[config.mk]
export PLATFORM = sky130hd
export DESIGN_NAME = pkt_class_counter
export DESIGN_NICKNAME = d
export VERILOG_FILES = /design/src/rtl/pkt_class_pkg.sv /design/src/rtl/pkt_frame_tracker.sv /design/src/rtl/pkt_class_counter.sv
export SDC_FILE = /design/constraint.sdc
export NUM_CORES = 1
export LEC_CHECK = 0
export ABC_AREA = 1
export BUFFER_PORTS_ARGS = -buffer_cell sky130_fd_sc_hd__buf_2
export CELL_PAD_IN_SITES_DETAIL_PLACEMENT = 0
export CELL_PAD_IN_SITES_GLOBAL_PLACEMENT = 1
export CORE_AREA = 2 2 578 580
export DETAILED_ROUTE_END_ITERATION = 16
export DIE_AREA = 0 0 580 582
export PLACE_DENSITY_LB_ADDON = 0.1
export SLEW_MARGIN = 20
export SYNTH_ARGS = -nofsm -noshare
export SYNTH_HDL_FRONTEND = slang
export SYNTH_SLANG_ARGS = --single-unit
[constraint.sdc]
create_clock -name clk -period 3.12 [get_ports clk]
set_input_delay 0.312 -clock clk [delete_from_list [all_inputs] [get_ports clk]]
set_output_delay 0.312 -clock clk [all_outputs]
set_load 0.01 [all_outputs]
[src/rtl/pkt_class_pkg.sv]
`default_nettype none
// +--------------------------------------------------------------------------+
// | pkt_class_pkg : shared types, header field layout and class mapping       |
// | Revision      : 1.0                                                       |
// +--------------------------------------------------------------------------+
package pkt_class_pkg;

    localparam int TYPE_LSB = 0;
    localparam int TYPE_W   = 8;
    localparam int LEN_LSB  = 8;
    localparam int LEN_W    = 16;
    localparam int CNT_W    = 64;

    typedef enum logic [2:0] {
        CLS_FD      = 3'd0,
        CLS_MD      = 3'd1,
        CLS_FC      = 3'd2,
        CLS_OTH_OUT = 3'd3,
        CLS_ABM     = 3'd4,
        CLS_OTH_IN  = 3'd5
    } pkt_class_e;

    typedef enum logic [0:0] {
        TRK_IDLE   = 1'b0,
        TRK_IN_PKT = 1'b1
    } trk_state_e;

    function automatic pkt_class_e ob_class(
        input logic [TYPE_W-1:0] typ,
        input logic [TYPE_W-1:0] fd_type,
        input logic [TYPE_W-1:0] md_type,
        input logic [TYPE_W-1:0] fc_type
    );
        if (typ == fd_type)      return CLS_FD;
        else if (typ == md_type) return CLS_MD;
        else if (typ == fc_type) return CLS_FC;
        else                     return CLS_OTH_OUT;
    endfunction

endpackage
`default_nettype wire

[src/rtl/pkt_frame_tracker.sv]
`default_nettype none
// +--------------------------------------------------------------------------+
// | pkt_frame_tracker : per-stream header parse, beat count and bad check     |
// | Revision          : 1.0                                                   |
// +--------------------------------------------------------------------------+
module pkt_frame_tracker
    import pkt_class_pkg::*;
#(
    parameter int DW = 512
) (
    input  logic              clk,
    input  logic              resetn,
    input  logic [DW-1:0]     i_tdata,
    input  logic              i_tvalid,
    input  logic              i_tready,
    input  logic              i_tlast,
    output logic              o_done,
    output logic              o_is_bad,
    output logic [TYPE_W-1:0] o_type
);

    trk_state_e        r_state;
    logic [TYPE_W-1:0] r_type;
    logic [LEN_W-1:0]  r_len;
    logic [LEN_W-1:0]  r_cnt;
    logic              r_sat;

    logic              w_beat;
    logic [TYPE_W-1:0] w_hdr_type;
    logic [LEN_W-1:0]  w_hdr_len;
    logic              w_cnt_max;
    logic              w_sat_now;
    logic [LEN_W-1:0]  w_cnt_inc;
    logic              w_unused_tdata;

    assign w_beat         = i_tvalid & i_tready;
    assign w_hdr_type     = i_tdata[TYPE_LSB +: TYPE_W];
    assign w_hdr_len      = i_tdata[LEN_LSB +: LEN_W];
    assign w_cnt_max      = (r_cnt == {LEN_W{1'b1}});
    // A beat arriving while the count already sits at all-ones saturates it.
    assign w_sat_now      = r_sat | w_cnt_max;
    assign w_cnt_inc      = r_cnt + LEN_W'(1);
    assign w_unused_tdata = ^i_tdata[DW-1:LEN_LSB+LEN_W];

    always_ff @(posedge clk) begin
        if (!resetn) begin
            r_state  <= TRK_IDLE;
            r_type   <= '0;
            r_len    <= '0;
            r_cnt    <= '0;
            r_sat    <= 1'b0;
            o_done   <= 1'b0;
            o_is_bad <= 1'b0;
            o_type   <= '0;
        end else begin
            o_done   <= 1'b0;
            o_is_bad <= 1'b0;
            if (w_beat) begin
                case (r_state)
                    TRK_IDLE: begin
                        r_type <= w_hdr_type;
                        r_len  <= w_hdr_len;
                        r_cnt  <= LEN_W'(1);
                        r_sat  <= 1'b0;
                        if (i_tlast) begin
                            o_done   <= 1'b1;
                            o_is_bad <= (w_hdr_len != LEN_W'(1));
                            o_type   <= w_hdr_type;
                        end else begin
                            r_state <= TRK_IN_PKT;
                        end
                    end
                    TRK_IN_PKT: begin
                        r_cnt <= w_cnt_max ? r_cnt : w_cnt_inc;
                        r_sat <= w_sat_now;
                        if (i_tlast) begin
                            r_state  <= TRK_IDLE;
                            o_done   <= 1'b1;
                            o_is_bad <= (r_len == '0) | w_sat_now | (w_cnt_inc != r_len);
                            o_type   <= r_type;
                        end
                    end
                    default: r_state <= TRK_IDLE;
                endcase
            end
        end
    end

endmodule
`default_nettype wire

[src/rtl/pkt_class_counter.sv]
`default_nettype none
// +--------------------------------------------------------------------------+
// | pkt_class_counter : passive two-stream AXIS tap with 7 packet counters    |
// | Revision          : 1.0                                                   |
// +--------------------------------------------------------------------------+
module pkt_class_counter
    import pkt_class_pkg::*;
#(
    parameter int          DW       = 512,
    parameter logic [7:0]  FD_TYPE  = 8'h01,
    parameter logic [7:0]  MD_TYPE  = 8'h02,
    parameter logic [7:0]  FC_TYPE  = 8'h03,
    parameter logic [7:0]  ABM_TYPE = 8'h10
) (
    input  logic             clk,
    input  logic             resetn,
    input  logic             clear,
    input  logic [DW-1:0]    ob_tdata,
    input  logic             ob_tvalid,
    input  logic             ob_tready,
    input  logic             ob_tlast,
    input  logic [DW-1:0]    ib_tdata,
    input  logic             ib_tvalid,
    input  logic             ib_tready,
    input  logic             ib_tlast,
    output logic [CNT_W-1:0] fd_packets,
    output logic [CNT_W-1:0] md_packets,
    output logic [CNT_W-1:0] fc_packets,
    output logic [CNT_W-1:0] other_packets_out,
    output logic [CNT_W-1:0] abm_packets,
    output logic [CNT_W-1:0] other_packets_in,
    output logic [CNT_W-1:0] bad_packets
);

    logic              w_ob_done, w_ob_bad, w_ib_done, w_ib_bad;
    logic [TYPE_W-1:0] w_ob_type, w_ib_type;
    pkt_class_e        w_ob_cls, w_ib_cls;
    logic              w_ob_good, w_ib_good;
    logic [1:0]        w_bad_inc;

    logic [CNT_W-1:0]  r_fd_cnt, r_md_cnt, r_fc_cnt, r_oth_out_cnt;
    logic [CNT_W-1:0]  r_abm_cnt, r_oth_in_cnt, r_bad_cnt;

    pkt_frame_tracker #(.DW(DW)) u_ob_trk (
        .clk      (clk),
        .resetn   (resetn),
        .i_tdata  (ob_tdata),
        .i_tvalid (ob_tvalid),
        .i_tready (ob_tready),
        .i_tlast  (ob_tlast),
        .o_done   (w_ob_done),
        .o_is_bad (w_ob_bad),
        .o_type   (w_ob_type)
    );

    pkt_frame_tracker #(.DW(DW)) u_ib_trk (
        .clk      (clk),
        .resetn   (resetn),
        .i_tdata  (ib_tdata),
        .i_tvalid (ib_tvalid),
        .i_tready (ib_tready),
        .i_tlast  (ib_tlast),
        .o_done   (w_ib_done),
        .o_is_bad (w_ib_bad),
        .o_type   (w_ib_type)
    );

    assign w_ob_cls  = ob_class(w_ob_type, FD_TYPE, MD_TYPE, FC_TYPE);
    assign w_ib_cls  = (w_ib_type == ABM_TYPE) ? CLS_ABM : CLS_OTH_IN;
    assign w_ob_good = w_ob_done & ~w_ob_bad;
    assign w_ib_good = w_ib_done & ~w_ib_bad;
    // Both streams can retire a bad packet in the same cycle.
    assign w_bad_inc = {1'b0, w_ob_done & w_ob_bad} + {1'b0, w_ib_done & w_ib_bad};

    always_ff @(posedge clk) begin
        if (!resetn || clear) begin
            r_fd_cnt      <= '0;
            r_md_cnt      <= '0;
            r_fc_cnt      <= '0;
            r_oth_out_cnt <= '0;
            r_abm_cnt     <= '0;
            r_oth_in_cnt  <= '0;
            r_bad_cnt     <= '0;
        end else begin
            if (w_ob_good && w_ob_cls == CLS_FD)      r_fd_cnt      <= r_fd_cnt + CNT_W'(1);
            if (w_ob_good && w_ob_cls == CLS_MD)      r_md_cnt      <= r_md_cnt + CNT_W'(1);
            if (w_ob_good && w_ob_cls == CLS_FC)      r_fc_cnt      <= r_fc_cnt + CNT_W'(1);
            if (w_ob_good && w_ob_cls == CLS_OTH_OUT) r_oth_out_cnt <= r_oth_out_cnt + CNT_W'(1);
            if (w_ib_good && w_ib_cls == CLS_ABM)     r_abm_cnt     <= r_abm_cnt + CNT_W'(1);
            if (w_ib_good && w_ib_cls == CLS_OTH_IN)  r_oth_in_cnt  <= r_oth_in_cnt + CNT_W'(1);
            if (w_bad_inc != 2'd0)                    r_bad_cnt     <= r_bad_cnt + CNT_W'(w_bad_inc);
        end
    end

    assign fd_packets        = r_fd_cnt;
    assign md_packets        = r_md_cnt;
    assign fc_packets        = r_fc_cnt;
    assign other_packets_out = r_oth_out_cnt;
    assign abm_packets       = r_abm_cnt;
    assign other_packets_in  = r_oth_in_cnt;
    assign bad_packets       = r_bad_cnt;

endmodule
`default_nettype wire

==> results of run 1 <==
==> timing repair <==
item / in CTS / in global routing
hold buffers: 55 / 0
setup buffers: 0 / 2
hold endpoints to repair: 66 / 0
endpoints found under the setup margin: 1 / 17
pin swaps: 0 / 4
gates resized for setup: 1 / 11
==> final timing paths <==
| check | startpoint | to | slack [ns] | depth (start not counted) |
|---|---|---|---|---|
| worst max-delay path | u_ob_trk.o_done | bad_packets[20] | 0.31 | 18 |
| worst min-delay path | ob_tdata[22] | u_ob_trk.r_len[14] | 0.11 | 3 |
| worst max register to register | u_ob_trk.o_done | bad_packets[20] | 0.31 | 18 |
| worst min register to register | u_ib_trk.r_type[0] | u_ib_trk.r_type[0] | 0.46 | 2 |
==> critical path: cells and delay by family, from the launching register on <==
| kind | cells | cell delay (ns) |
|---|---|---|
| and+or+nand+nor | 8 | 0.85 |
| buffers and inverters | 7 | 0.72 |
| adders and majority gates | 3 | 0.80 |
| DFF | 1 | 0.35 |
==> cells by family after synthesis <==
family / Yosys count / share of synthesized area
compound gates: 691 / 0.109
buf+inv: 792 / 0.0914
fa+ha+maj: 13 / 0.00501
xor+xnor: 180 / 0.0485
simple gates: 3223 / 0.416
flops: 552 / 0.325
mux: 16 / 0.00472
==> routing by layer <==
metal | vias to the layer above | track usage | part of all wire
met5 | - | 0 | 0
met4 | 0 | 0.0234 | 0.018
met3 | 146 | 0.0220 | 0.041
met2 | 604 | 0.211 | 0.48
met1 | 17600 | 0.160 | 0.46
li1 | 19000 | - | -
==> placed cells by master, fill, tap and decap left out, types with 22 or more instances in the layout <==
cell type	n
a21oi_1	414
buf_2	504
buf_4	106
clkbuf_1	23
clkbuf_16	99
clkbuf_8	24
dfxtp_1	551
dlygate4sd3_1	55
inv_1	656
nand2_1	1545
nand2_2	27
nand3_1	315
nand3b_1	22
nand4_1	156
nor2_1	770
nor2_2	33
nor2_4	23
nor3_1	225
nor3_2	29
o21ai_0	189
xnor2_1	54
xor2_1	121
==> where the power goes <==
| group | internal (mW) | switching [mW] | leakage, nW |
|---|---|---|---|
| logic | 0.234 | 0.479 | 9.74 |
| registers | 7.11 | 0.0385 | 4.45 |
| clock network | 6.85 | 4.55 | 1.57 |
| total | 14.2 | 5.06 | 15.8 |
==> final cells by class <==
type / count / area [um2] / share of cell area
Multi-Input combinational cell: 4123 / 19800 / 0.429
Sequential cell: 552 / 11100 / 0.239
Tap cell: 4387 / 5490 / 0.119
Timing Repair Buffer: 675 / 4070 / 0.0880
Clock buffer: 146 / 2890 / 0.0626
Inverter: 671 / 2530 / 0.0547
Clock inverter: 22 / 327 / 0.00707
Antenna cell: 6 / 15.0 / 0.000325
==> sequential cells by signal, summed over array words and instances, names as in the netlist, 64 cells and up <==
name               flops
fd_packets            64
other_packets_in      64
md_packets            64
fc_packets            64
abm_packets           64
bad_packets           64
other_packets_out     64
==> run_results.csv, run 1 <==
group,metric,value,unit
status,status,"finished clean",
sta,min_period_over_period,0.902,
power,leakagePower,15.8,nW
sta,rsz0062_at_grt,"false",
worst_setup_path,crit_top_cell,"buf_4",
floorplan,start_util,0.102,
run,max_cap_viol_count,0,
clocking,cts_buffer_depth,4,
worst_setup_path,critPathLaunchType,"flip-flop",
global_routing,overflow,0,
sta,final-hold-violation-count,0,
placed_design,gp_congestion,0.764,
final_layout,fillers,38700,
synth,synthCells,5467,
clocking,cts_tree,"built",
synth,syn_area,0.0340,mm2
synth,synth_common_cells,"nand2_1 (1549), nor2_1 (772), inv_1 (658), dfxtp_1 (552), a21oi_1 (414)",
floorplan,rows,212,
sta,worst_slack,0.307,ns
worst_setup_path,crit_chain,"nand2_2, ha_1, ha_1, inv_1, fa_2, inv_2, buf_4, nand3_1, nor2_2, inv_2, nor2_4, nand4_1, buf_4, buf_4, inv_1, nand3_1, nand2_1, nor2_1",
final_layout,final_net_count,7167,
clocking,cts-root-buf,"clkbuf_16",
synth,synth_nets,6513,
detailed_routing,routedWlPerCell,20.2,um
global_routing,grt_antenna_before_repair,8,
worst_hold_path,hold_class,"input port to flip-flop",
worst_setup_path,cp_slowest_cell,"dfxtp_1",
synth,yosysUniqueCellTypes,59,
sta,max_freq,355,MHz
detailed_routing,drt_iter0_drc,1933,
global_routing,grt_max_degree,96,
placed_design,dp_hpwl,173000,um
detailed_routing,vias_per_cell,3.52,
sta,fin_tns_setup,0,ns
detailed_routing,via_count,37300,
worst_setup_path,criticalPathCategory,"flip-flop to flip-flop",
sta,drv_slew,0,
synth,synth.most_common_cell,"nand2_1",
sta,setup_violations,0,
global_routing,grt_usage,0.123,
clocking,h-tree-depth,3,
final_layout,area_growth,36.1,%
floorplan,io_pins,1481,
synth,ys.flop_type,"dfxtp_1",
final_layout,fin_cells,10600,
global_routing,grt_pass1_vias,37700,
final_layout,final_area,0.0462,mm2
power,powerDensity,417,mW/mm2
global_routing,grt_first_pass_wirelength,298000,um
sta,max_slew_margin,0.405,
detailed_routing,drt-total-wl,213000,um
power,p_total,19.3,mW
detailed_routing,postRouteAntennaNets,0,
synth,yosysWarnings,0,
final_layout,drive_gt1_frac,0.151,
synth,synthTopCellsByArea,"dfxtp_1 (33%), nand2_1 (17%), nor2_1 (8.5%), inv_1 (7.3%), a21oi_1 (6.1%)",
worst_setup_path,crit_path_max_incr_delay,0.35,ns
placed_design,dp_slack,0.0415,ns
synth,synth_top_area_cell,"dfxtp_1",
final_layout,utilization,0.139,
clocking,cts_sinks,552,
clocking,cts_buffers,98,
synth,ys_seq_area_frac,0.325,
floorplan,core_area,0.332,mm2
synth,yosys_register_bits,552,
detailed_routing,firstDrtPassIters,5,
floorplan,die_h,582,um
worst_setup_path,critPathRequiredTime,3.81,ns
placed_design,dpl_cell_area,0.0424,mm2
synth,async_reset_ff_frac,0,
sta,hold_ws,0.112,ns
placed_design,io_buffers,504,
clocking,clk_transition_reported_paths,0.07,ns
sta,final.min_clock_period,2.81,ns
synth,avgSynthCellArea,6.21,um2
floorplan,fp.dieW,580,um
placed_design,dp.cells,10400,
clocking,clk-insertion-delay-late,0.84,ns
sta,tightest_slew,0.891,ns
sta,clock_skew,0.0864,ns
detailed_routing,route.detailed.drc,0,
worst_setup_path,end_kind,"flip-flop",
synth,synth_top_area_frac,0.325,
floorplan,dieArea,0.338,mm2
worst_setup_path,worstPathMaxFanout,4,
power,vdd_drop_max,0.419,mV
synth,synth-edff-count,0,
worst_setup_path,crit_arrival,3.50,ns
Power figures use the tool's default switching activity.
==> inputs of run 2 (changes only) <==
--- a/config.mk
+++ b/config.mk
@@ -5,13 +5,14 @@
 export SDC_FILE = /design/constraint.sdc
 export NUM_CORES = 1
 export LEC_CHECK = 0
-export ABC_AREA = 1
+export ABC_AREA = 0
 export BUFFER_PORTS_ARGS = -buffer_cell sky130_fd_sc_hd__buf_2
-export CELL_PAD_IN_SITES_DETAIL_PLACEMENT = 0
-export CELL_PAD_IN_SITES_GLOBAL_PLACEMENT = 1
-export CORE_AREA = 2 2 578 580
+export CELL_PAD_IN_SITES_DETAIL_PLACEMENT = 2
+export CELL_PAD_IN_SITES_GLOBAL_PLACEMENT = 2
+export CORE_AREA = 2 2 581 583
 export DETAILED_ROUTE_END_ITERATION = 16
-export DIE_AREA = 0 0 580 582
+export DIE_AREA = 0 0 583 585
+export GPL_TIMING_DRIVEN = 0
 export PLACE_DENSITY_LB_ADDON = 0.1
 export SLEW_MARGIN = 20
 export SYNTH_ARGS = -nofsm -noshare
==> run 2 against run 1 <==
Net effect: non-clock buffer count rose by 68; worst hold slack got worse by 0.0065 ns; combinational power decreased by 5.9%; sequential cell count stayed put; synthesized cell count is 43% lower; first-iteration DRC count decreased by 62%; critical path depth fell by 5; count of clock-buffer cells in the layout increased by 12; area after synthesis fell by 23%; final area shrank 16%; power rose by 0.69%; highest routed layer is now met5.
==> run_results.csv, run 2 <==
group,metric,value,unit
detailed_routing,drt-total-wl,156000,um
clocking,clk-insertion-delay-late,0.80,ns
synth,avgSynthCellArea,8.40,um2
final_layout,final_net_count,4838,
final_layout,layout.cells.most_common_list,"dfxtp_1 (548), buf_2 (526), nor2_1 (414)",
global_routing,grt_first_pass_wirelength,221000,um
clocking,cts_tree,"built",
worst_setup_path,critPathLaunchType,"flip-flop",
placed_design,dp_hpwl,121000,um
global_routing,grt_usage,0.0895,
worst_hold_path,hold_class,"input port to flip-flop",
floorplan,core_area,0.335,mm2
synth,synth_nets,4147,
floorplan,die_h,585,um
sta,max_slew_margin,0.308,
synth,synthCells,3101,
synth,synth_top_area_frac,0.424,
clocking,clk_transition_reported_paths,0.06,ns
floorplan,fp.dieW,583,um
sta,final-hold-violation-count,0,
final_layout,drive_gt1_frac,0.214,
synth,muxShareOfSynthArea,0.0102,
synth,synth_common_cells,"dfxtp_1 (552), nor2_1 (417), nand2_1 (293), xor2_1 (228), nand3_1 (183)",
detailed_routing,drt_iter0_drc,733,
synth,yosys_register_bits,552,
worst_setup_path,end_kind,"flip-flop",
global_routing,grt_antenna_before_repair,22,
detailed_routing,routedWlPerCell,18.8,um
worst_setup_path,crit_chain,"and2_4, inv_2, ha_4, ha_4, inv_2, fa_2, nor3b_4, nand2_2, buf_6, nor3_4, nand3_4, or4_4, a21oi_2",
placed_design,gp_congestion,0.662,
synth,synth-edff-count,0,
synth,synth.most_common_cell,"dfxtp_1",
placed_design,io_buffers,504,
floorplan,dieArea,0.341,mm2
worst_setup_path,criticalPathCategory,"flip-flop to flip-flop",
placed_design,dpl_cell_area,0.0343,mm2
power,powerDensity,502,mW/mm2
worst_hold_path,hold_start,"ob_tlast",
clocking,cts-root-buf,"clkbuf_16",
global_routing,overflow,0,
global_routing,grt_max_degree,13,
detailed_routing,via_count,25700,
sta,tightest_slew,1.03,ns
run,max_cap_viol_count,0,
sta,setup_violations,0,
power,leakagePower,13.2,nW
worst_setup_path,crit_path_max_incr_delay,0.45,ns
synth,async_reset_ff_frac,0,
clocking,cts_sinks,552,
synth,yosysUniqueCellTypes,77,
worst_setup_path,cp_slowest_cell,"or4_4",
detailed_routing,postRouteAntennaNets,0,
sta,drv_slew,0,
synth,synth_top_area_cell,"dfxtp_1",
detailed_routing,route.detailed.drc,0,
sta,final.min_clock_period,3.00,ns
clocking,h-tree-depth,3,
detailed_routing,firstDrtPassIters,6,
synth,synth-simple-area-share,0.308,
synth,synth_top_family_by_area,"simple AND/OR/NAND/NOR gates",
worst_setup_path,cp.buffers_inverters,3,
synth,ys.flop_type,"dfxtp_1",
sta,min_period_over_period,0.961,
power,vdd_drop_max,0.410,mV
synth,synth_fa_ha_area_frac,0.00653,
sta,rsz0062_at_grt,"true",
floorplan,io_pins,1481,
worst_setup_path,rr_startpoint,"u_ib_trk.o_is_bad",
detailed_routing,vias_per_cell,3.10,
global_routing,grt_pass1_vias,27600,
synth,synth_compound_area_frac,0.0876,
synth,yosysWarnings,0,
clocking,cts_buffer_depth,4,
final_layout,utilization,0.115,
sta,clock_skew,0.0273,ns
worst_setup_path,crit_arrival,3.72,ns
final_layout,final_area,0.0387,mm2
synth,ys_seq_area_frac,0.424,
synth,synthTopCellsByArea,"dfxtp_1 (42%), xor2_1 (7.7%), nor2_1 (6.0%), xnor2_1 (5.5%), nand2_1 (4.2%)",
floorplan,start_util,0.0777,
final_layout,fillers,39400,
synth,syn_area,0.0261,mm2
worst_setup_path,worstPathMaxFanout,6,
status,status,"finished clean",
final_layout,mostFrequentLayoutCell,"dfxtp_1",
synth,synth_xor_area_frac,0.131,
worst_setup_path,cp_top_family,"simple AND/OR/NAND/NOR gates",
sta,max_freq,334,MHz
worst_setup_path,critPathRequiredTime,3.84,ns
clocking,cts_buffers,100,
worst_setup_path,startpoint,"u_ib_trk.o_is_bad",
floorplan,rows,213,
final_layout,area_growth,48.3,%
[run 2: area by class of cell]
class	instances	area (um2)	share of cell area
inverters	64	240	0.00621
plain buffers	152	641	0.0166
well taps	4407	5510	0.143
flip-flops and latches	552	11100	0.286
multi-input cells	2331	14500	0.375
diodes	4	10.0	0.000259
clock inverters	22	299	0.00773
clock buffers	158	3010	0.0779
repair buffers	591	3390	0.0877
[run 2: path summary, 6_finish.rpt]
check                                     endpoint  slack [ns]  cells past startpoint
worst min-delay path              u_ob_trk.r_state        0.11                      3
worst max-delay path               bad_packets[62]        0.12                     13
worst min register to register  u_ib_trk.r_type[6]        0.47                      2
worst max register to register     bad_packets[62]        0.12                     13
[run 2: tightest hold or removal path, stage by stage]
cell and delay (ns):
buf_2 0.09, a21boi_1 0.27, o21a_1 0.17
[run 2: power breakdown]
| group | switching (mW) | internal [mW] | total (mW) |
|---|---|---|---|
| clock | 4.45 | 7.13 | 11.6 |
| sequential | 0.0518 | 7.09 | 7.15 |
| combinational | 0.457 | 0.214 | 0.671 |
[run 2: kinds of logic (layout without fill, tap and decap cells)]
logic type | after synthesis | in the layout
flip-flops | 552 | 552
other | 0 | 4
AND/OR/NAND/NOR | 1527 | 1527
buffers and inverters | 218 | 987
XOR/XNOR | 391 | 391
adder cells (fa/ha/maj) | 13 | 13
AO/OA/AOI/OAI | 374 | 374
multiplexers | 26 | 26
[run 2: metal layers]
metal  GRT usage  wire length, um  part of all wire
met1       0.116            71700              0.46
met2       0.147            72000              0.46
met3      0.0217             8410             0.054
met4      0.0241             3930             0.025
met5           0               38           0.00024
[run 2: per-stage QoR]
step	hold WS (ns)	total power, mW	setup WS, ns	TNS (ns)	std cells
3_5_place_dp	0.469	7.96	-1.29	-106.49	8020
4_1_cts	0.0162	20.3	-0.0733	-0.0733	8271
2_1_floorplan	0.430	7.56	0.390	0	3101
6_report	0.105	19.4	0.122	0	8281
5_1_grt	0.0762	20.5	-0.00927	-0.00927	8278
3_3_place_gp	0.453	7.94	-1.60	-367.45	8012
[run 2: timing repair]
action,in CTS,in global routing
hold buffers,49,0
gates resized for setup,54,23
endpoints found under the setup margin,261,81
setup buffers,22,8
pin swaps,18,9
hold endpoints to repair,72,0
